==> src/rtl/hilo_pkg.sv <==
// Shared op codes, FSM states and helpers for the HI/LO multiply sequencer.
package hilo_pkg;

    localparam int unsigned MUL_CYCLES = 32;

    localparam logic [1:0] OP_MULTU = 2'b00;
    localparam logic [1:0] OP_MULT  = 2'b01;
    localparam logic [1:0] OP_MADDU = 2'b10;
    localparam logic [1:0] OP_RSVD  = 2'b11;

    typedef enum logic [1:0] {
        ST_IDLE  = 2'd0,
        ST_RUN   = 2'd1,
        ST_WRITE = 2'd2
    } state_t;

    // Unsigned magnitude; 0x8000_0000 maps to itself, which is 2^31.
    function automatic logic [31:0] mag32(input logic [31:0] v);
        return v[31] ? (~v + 32'd1) : v;
    endfunction

endpackage

==> src/rtl/hilo_shift_mul.sv <==
// 32x32 shift-add multiplier datapath: product register, 33-bit adder and final negation.
module hilo_shift_mul (
    input  logic        clk,
    input  logic        reset,
    input  logic        load,
    input  logic        step,
    input  logic        negate,
    input  logic [31:0] a,
    input  logic [31:0] b,
    output logic [63:0] result
);

    logic [31:0] a_q;
    logic [63:0] p;
    logic [32:0] sum;

    always_comb sum = {1'b0, p[63:32]} + {1'b0, a_q};

    // Carry of the upper-half add becomes the new MSB as the product shifts right.
    always_ff @(posedge clk or negedge reset) begin
        if (!reset) begin
            a_q <= '0;
            p   <= '0;
        end else if (load) begin
            a_q <= a;
            p   <= {32'b0, b};
        end else if (step) begin
            p <= p[0] ? {sum, p[31:1]} : {1'b0, p[63:1]};
        end
    end

    assign result = negate ? (~p + 64'd1) : p;

endmodule

==> src/rtl/hilo_mul_ctrl.sv <==
// Multi-cycle MULTU/MULT/MADDU sequencer driving the HI/LO write port and EX stall.
// Define HILO_MADD_EN to make MADDU accumulate into HI/LO; otherwise MADDU acts as MULTU.
module hilo_mul_ctrl #(
    parameter int unsigned MUL_CYCLES = hilo_pkg::MUL_CYCLES
) (
    input  logic        clk,
    input  logic        reset,
    input  logic        start,
    input  logic [1:0]  op,
    input  logic [31:0] src_a,
    input  logic [31:0] src_b,
    input  logic        mfhl_req,
    output logic        busy,
    output logic        stall,
    output logic        done,
    output logic [63:0] MultuAns,
    output logic        HL
);

    import hilo_pkg::state_t;
    import hilo_pkg::ST_IDLE;
    import hilo_pkg::ST_RUN;
    import hilo_pkg::ST_WRITE;
    import hilo_pkg::OP_MULT;
    import hilo_pkg::OP_MADDU;
    import hilo_pkg::OP_RSVD;
    import hilo_pkg::mag32;

    localparam logic [5:0] LAST_STEP = 6'(MUL_CYCLES - 1);

    state_t      state;
    logic [5:0]  cnt;
    logic        neg_q;
    logic        accept;
    logic [31:0] a_in;
    logic [31:0] b_in;
    logic [63:0] result;
`ifdef HILO_MADD_EN
    logic        madd_q;
`endif

    assign accept = (state == ST_IDLE) && start && (op != OP_RSVD);
    assign a_in   = (op == OP_MULT) ? mag32(src_a) : src_a;
    assign b_in   = (op == OP_MULT) ? mag32(src_b) : src_b;

    always_ff @(posedge clk or negedge reset) begin
        if (!reset) begin
            state  <= ST_IDLE;
            cnt    <= '0;
            neg_q  <= 1'b0;
            done   <= 1'b0;
            HL     <= 1'b1;
`ifdef HILO_MADD_EN
            madd_q <= 1'b0;
`endif
        end else begin
            case (state)
                ST_IDLE: begin
                    done <= 1'b0;
                    HL   <= 1'b1;
                    if (accept) begin
                        state  <= ST_RUN;
                        cnt    <= '0;
                        neg_q  <= (op == OP_MULT) && (src_a[31] ^ src_b[31]);
`ifdef HILO_MADD_EN
                        madd_q <= (op == OP_MADDU);
`endif
                    end
                end
                ST_RUN: begin
                    cnt <= cnt + 6'd1;
                    if (cnt == LAST_STEP) begin
                        state <= ST_WRITE;
                        done  <= 1'b1;
`ifdef HILO_MADD_EN
                        HL    <= madd_q;
`else
                        HL    <= 1'b0;
`endif
                    end
                end
                ST_WRITE: begin
                    state <= ST_IDLE;
                    done  <= 1'b0;
                    HL    <= 1'b1;
                end
                default: begin
                    state <= ST_IDLE;
                    done  <= 1'b0;
                    HL    <= 1'b1;
                end
            endcase
        end
    end

    assign busy     = (state != ST_IDLE);
    assign stall    = (mfhl_req | start) & busy;
    // done is high exactly in WRITE, so HI/LO sees zero with HL=1 at all other times.
    assign MultuAns = done ? result : '0;

    hilo_shift_mul u_mul (
        .clk    (clk),
        .reset  (reset),
        .load   (accept),
        .step   (state == ST_RUN),
        .negate (neg_q),
        .a      (a_in),
        .b      (b_in),
        .result (result)
    );

endmodule

==> config.mk <==
export PLATFORM = sky130hd
export DESIGN_NAME = hilo_mul_ctrl
export DESIGN_NICKNAME = d
export VERILOG_FILES = /design/src/rtl/hilo_pkg.sv /design/src/rtl/hilo_shift_mul.sv /design/src/rtl/hilo_mul_ctrl.sv
export SDC_FILE = /design/constraint.sdc
export NUM_CORES = 1
export LEC_CHECK = 0
export CAP_MARGIN = 20
export CORE_MARGIN = 2
export CORE_UTILIZATION = 53
export DETAILED_ROUTE_END_ITERATION = 6
export GPL_TIMING_DRIVEN = 1
export PLACE_DENSITY = 0.8
export SLEW_MARGIN = 20
export SYNTH_ARGS = -nofsm -noshare
export SYNTH_HDL_FRONTEND = slang
export SYNTH_HIERARCHICAL = 1
export SYNTH_SLANG_ARGS = --single-unit
==> constraint.sdc <==
create_clock -name clk -period 9.5 [get_ports clk]
set_input_delay 1.9 -clock clk [delete_from_list [all_inputs] [get_ports clk]]
set_output_delay 1.9 -clock clk [all_outputs]
set_load 0.05 [all_outputs]
==> reports/results.tsv, run 1 <==
metric	value	unit
fmax	150	MHz
syn_inst	1197	
drv_slew	0	
cp-start-kind	register	
ctsHoldBuffers	0	
final_area	11700	µm²
port_buffers	137	
core	18100	µm²
wl_per_cell	18.6	µm
synthDistinctLibCells	69	
worstHoldPathType	register to register	
grt_overflow	0	
dieArea	19800	µm²
worst_pin_slew	1060	ps
rsz0062_at_grt	no	
diodes	0	
cts_resized	0	
synth_top_area_share	26.8	%
fin_crit	6660	ps
rr_endpoint	u_mul/p[59]	
grt_pass1_vias	8854	
synth_fp_nets	1304	
crit_slowest_cell	clkdlybuf4s50_1	
path_max_fanout	18	
hpwl	20800	µm
clk_root_buffer_cell	clkbuf_16	
hold_viol	0	
slowest_delay	800	ps
rows	49	
rr_startpoint	state[1]	
synthTopCellsByCount	114 x nand2_1, 106 x dfrtp_1, 88 x xnor2_1	
layout.nets	1384	
synth_edf_count	0	
cts_made_buffers	9	
vias_per_cell	6.27	
drv_cap	0	
clk_pin_slew	70	ps
fillers	1550	
peakVddDrop	0.000152	V
fin_crit_sh	70.1	%
r2r_slack	6100	ps
route.vias.total	9469	
drt-total-wl	28100	µm
drt_iter0_markers	868	
syn_area	9900	µm²
syn_to_final_growth	17.9	%
firstDrtPassIters	5	
placed_area	11300	µm²
io_pins	138	
post_cts_buffers	0	
ant_nets	0	
status	completed	
total_leakage_power	0.00477	µW
hp-start	HL	
critPathKind	register to output pin	
cp-end-kind	output pin	
antenna_found_initial	1	
async_flop_share	100	%
ys_seq_area_share	27.1	%
arrival	4760	ps
ys_top_cells_by_area	dfrtp_1 27%, xnor2_1 7.8%, mux2i_1 5.3%	
r2r_cells	8	
p_per_area	362	nW/µm²
synth_flop_cell	dfrtp_1	
yosysWarningCount	6	
drc	0	
cts_sinks	107	
gp_congestion	0.958	
die_w	141	µm
timing.setup.tns	0	ps
start_util	54.5	%
postSynthAreaPerCell	8.27	µm²
grt_first_pass_wirelength	45700	µm
crit_chain	clkinv_1, ha_1, nand2b_1, nor2_1, nand3_1, or3_1, or2_2, o31ai_1, nand2_1, xor2_1, and2_1, clkdlybuf4s50_1	
cts_buffer_depth	2	
drive_above_1_share	7.10	%
cts_tree	yes	
grt_max_degree	73	
track_usage	28.4	%
synth_seq_cells	107	
slew_headroom	29.5	%
skew	7.34	ps
cts-htree-levels	3	
critPathRequiredTime	7600	ps
whs_path_depth	2	
setup_violations	0	
synth_most_common_cell	nand2_1	
die_h	141	µm
clk_latency	360	ps
holdPathEnd	HL	
synth_area_leader_cell	dfrtp_1	
-- final cells by class --
cell class                      count  area, µm²  area share [%]
Tap cell                          229        287            2.45
Clock inverter                      5        100           0.858
Inverter                           32        121            1.04
Timing Repair Buffer              145       1430            12.3
Sequential cell                   107       2680            23.0
Clock buffer                       11        243            2.08
Multi-Input combinational cell    982       6810            58.3
-- layer usage --
metal / track usage [%] / wire length, µm / part of all wire, % / vias to the layer above
li1: - / - / - / 4477
met1: 40.2 / 12500 / 45 / 4570
met2: 43.7 / 12700 / 45 / 369
met3: 4.82 / 2040 / 7.3 / 51
met4: 10.4 / 790 / 2.8 / 2
met5: 0 / 12 / 0.043 / -
-- how the worst max path moves through the flow --
stage | startpoint | depth (start not counted) | to | slack [ps]
after floorplan | u_mul/p[0] | 14 | MultuAns[60] | 3970
after global placement | u_mul/p[0] | 13 | MultuAns[60] | 3390
after detailed placement | u_mul/p[0] | 13 | MultuAns[60] | 3280
after CTS | u_mul/p[0] | 13 | MultuAns[60] | 2870
after global routing | u_mul/p[0] | 13 | MultuAns[60] | 2560
final | u_mul/p[0] | 12 | MultuAns[56] | 2840
-- sequential cells by signal, indices dropped and copies added (netlist names) --
register	cells
u_mul/a_q	32
u_mul/p	64
cnt	6
state	2
neg_q	1
HL	1
done	1
-- where the power goes --
group	switching, µW	internal, µW	leakage [µW]
Sequential	393	688	0.00130
Combinational	1540	1160	0.00330
Clock	177	264	0.000169
Total	2110	2110	0.00477
-- worst max-delay path, delay by kind of cell (launching register included) --
kind	cells	cell delay, ps
buf+inv	2	1090
simple gates	7	1720
xor+xnor	1	230
flops	1	380
fa+ha+maj	1	260
compound gates	1	720
-- metrics by stage --
| step | cells | total power, µW | worst slack (ps) | hold slack, ps | utilization (%) |
|---|---|---|---|---|---|
| final | 1511 | 4220 | 2840 | 477 | 64.3 |
| after global routing | 1511 | 4540 | 2560 | 513 | 64.3 |
| after CTS | 1511 | 4180 | 2870 | 482 | 64.3 |
| after detailed placement | 1495 | 3720 | 3280 | 473 | 62.4 |
| after global placement | 1494 | 3670 | 3390 | 465 | 62.4 |
| after floorplan | 1197 | 3030 | 3970 | 437 | - |
-- cell families (layout without fill, tap and decap cells) --
logic type	Yosys count	in the layout	synth area share [%]
buffers and inverters	108	193	4.15
multiplexers	85	85	9.01
XOR/XNOR	144	144	12.7
flip-flops	107	107	27.1
AO/OA/AOI/OAI	286	286	18.6
AND/OR/NAND/NOR	430	430	23.7
adder cells (fa/ha/maj)	37	37	4.75
-- placed cells by master, fill, tap and decap left out, types with 4 or more instances in the layout --
master           instances
o22ai_1                  5
nand2b_1                 6
nor2_1                  84
nor2b_1                 13
a21oi_1                 51
a31oi_1                 38
or2_2                    4
a21o_1                  15
nor4_1                   9
dfrtp_1                105
or4_1                   15
nor4_4                   4
a211oi_1                19
nand2_1                114
or3_1                   22
xnor2_1                 88
o21ai_0                 80
buf_4                    8
inv_1                   29
mux2i_1                 52
nand4_1                 12
a41oi_1                  8
ha_1                    36
nand3_1                 20
o31ai_1                 23
nor3_1                  30
or4_4                    4
o41ai_1                 12
o21a_1                   5
o21bai_1                 5
mux2_2                  33
clkdlybuf4s50_1        136
o211ai_1                 4
xor2_1                  56
and2_1                  67
clkbuf_16                9
and3_1                   5
No activity file was read; power rests on OpenSTA's default activity.
==> run 2: changes to the inputs <==
- CORE_UTILIZATION: 53 -> 51
- clock period: 9.5 -> 5.7 ns (I/O delays scaled with it)
==> reports/results.tsv, run 2 (same netlist as run 1, synthesis figures left out) <==
metric	value	unit
status	completed	
pre_cts_ws	737	ps
track_usage	27.8	%
cts_resized	0	
total_power	6980	µW
largest_register	u_mul/p	
cts_made_buffers	9	
cts_sinks	107	
hpwl	21200	µm
clk_root_buffer_cell	clkbuf_16	
wl_per_cell	18.1	µm
cp-start-kind	register	
route.vias.total	9441	
start_util	52.4	%
core	18900	µm²
dieArea	20500	µm²
clk_latency	360	ps
drt-total-wl	27900	µm
arrival	4230	ps
critPathRequiredTime	4560	ps
ant_nets	0	
worst_slack	333	ps
dp_cells	1531	
slew_headroom	37.8	%
placed_area	11500	µm²
fin_crit_sh	94.2	%
vias_per_cell	6.10	
total_leakage_power	0.00479	µW
fmax	186	MHz
drc	0	
peakVddDrop	0.000262	V
cts-htree-levels	3	
r2r_slack	2360	ps
drv_slew	0	
antenna_found_initial	0	
grt_max_degree	67	
firstDrtPassIters	6	
top_regs	u_mul/p x64, u_mul/a_q x32, cnt x6	
port_buffers	137	
hold_viol	0	
skew	8.02	ps
worst_pin_slew	931	ps
drt_iter0_markers	932	
final_common_cell	clkdlybuf4s50_1	
rr_startpoint	u_mul/p[32]	
p_per_area	594	nW/µm²
drv_cap	0	
gp_congestion	0.952	
critPathKind	register to output pin	
grt_overflow	0	
layout_common_cells	127 x clkdlybuf4s50_1, 114 x nand2_1, 105 x dfrtp_1	
fin_crit	5370	ps
die_w	143	µm
crit_start	u_mul/p[6]	
clk_pin_slew	70	ps
die_h	143	µm
diodes	0	
worstHoldPathType	register to register	
cp-end-kind	output pin	
syn_to_final_growth	18.6	%
ctsHoldBuffers	0	
fin_cells	1547	
drive_above_1_share	7.93	%
layout.nets	1389	
multi_input_area	6810	µm²
fillers	1684	
final_area	11700	µm²
largest_reg_flops	64	
grt_first_pass_wirelength	45300	µm
seq_area	2680	µm²
cts_buffer_depth	2	
hp-start	HL	
setup_violations	0	
rsz0062_at_grt	no	
timing.setup.tns	0	ps
path_max_fanout	7	
grt_pass1_vias	8877	
io_pins	138	
rows	50	
cts_tree	yes	
post_cts_buffers	0	
==> run 2: cell types whose count changed in the layout (fill, tap and decap cells not counted) <==
cell             previous run  this run
bufinv_16                   3         1
clkinv_2                    3         2
clkdlybuf4s50_1           136       127
buf_12                      0         6
buf_4                       8        17
clkbuf_1                    1         4
buf_6                       1         0
==> run 2: through the flow <==
| stage | util [%] | hold WS [ps] |
|---|---|---|
| after floorplan | - | 437 |
| after global placement | 60.6 | 465 |
| after detailed placement | 60.6 | 470 |
| after CTS | 62.2 | 480 |
| after global routing | 62.2 | 499 |
| final | 62.2 | 478 |
==> run 2: layout make-up <==
class                   count  area share (%)
clock inverters             2           0.298
repair buffers            150            12.9
clock buffers              14            2.16
multi-input cells         982            58.0
flip-flops and latches    107            22.8
inverters                  32            1.03
well taps                 260            2.77
==> run 2: path summary, 6_finish.rpt <==
check | to | depth (start not counted)
setup / recovery | MultuAns[63] | 10
min in group asynchronous | u_mul/p[5] | 1
hold / removal | HL | 2
max in group asynchronous | u_mul/a_q[22] | 2
setup reg to reg | u_mul/p[59] | 12
hold reg to reg | HL | 2
==> run 2: power by group <==
part	internal [µW]	switching, µW
combinational	1950	2620
clock	353	280
sequential	1150	626
total	3450	3520
==> run 2: worst max-delay path, stage by stage (launching register included) <==
cell             delay (ps)
dfrtp_1                 450
nor4_4                  470
nand2_1                 240
nor2_4                  170
nand4_4                 170
or4_4                   550
or4_4                   480
o41ai_2                 250
xnor2_1                 150
and2_1                  140
clkdlybuf4s50_1         800
==> run 2: layer usage <==
layer  vias up  global-route usage (%)  routed length, µm
li1       4489                       -                  -
met1      4486                    38.7              12000
met2       414                    43.7              12700
met3        52                    4.73               2350
met4         0                    9.86                843
met5         -                       0                  0
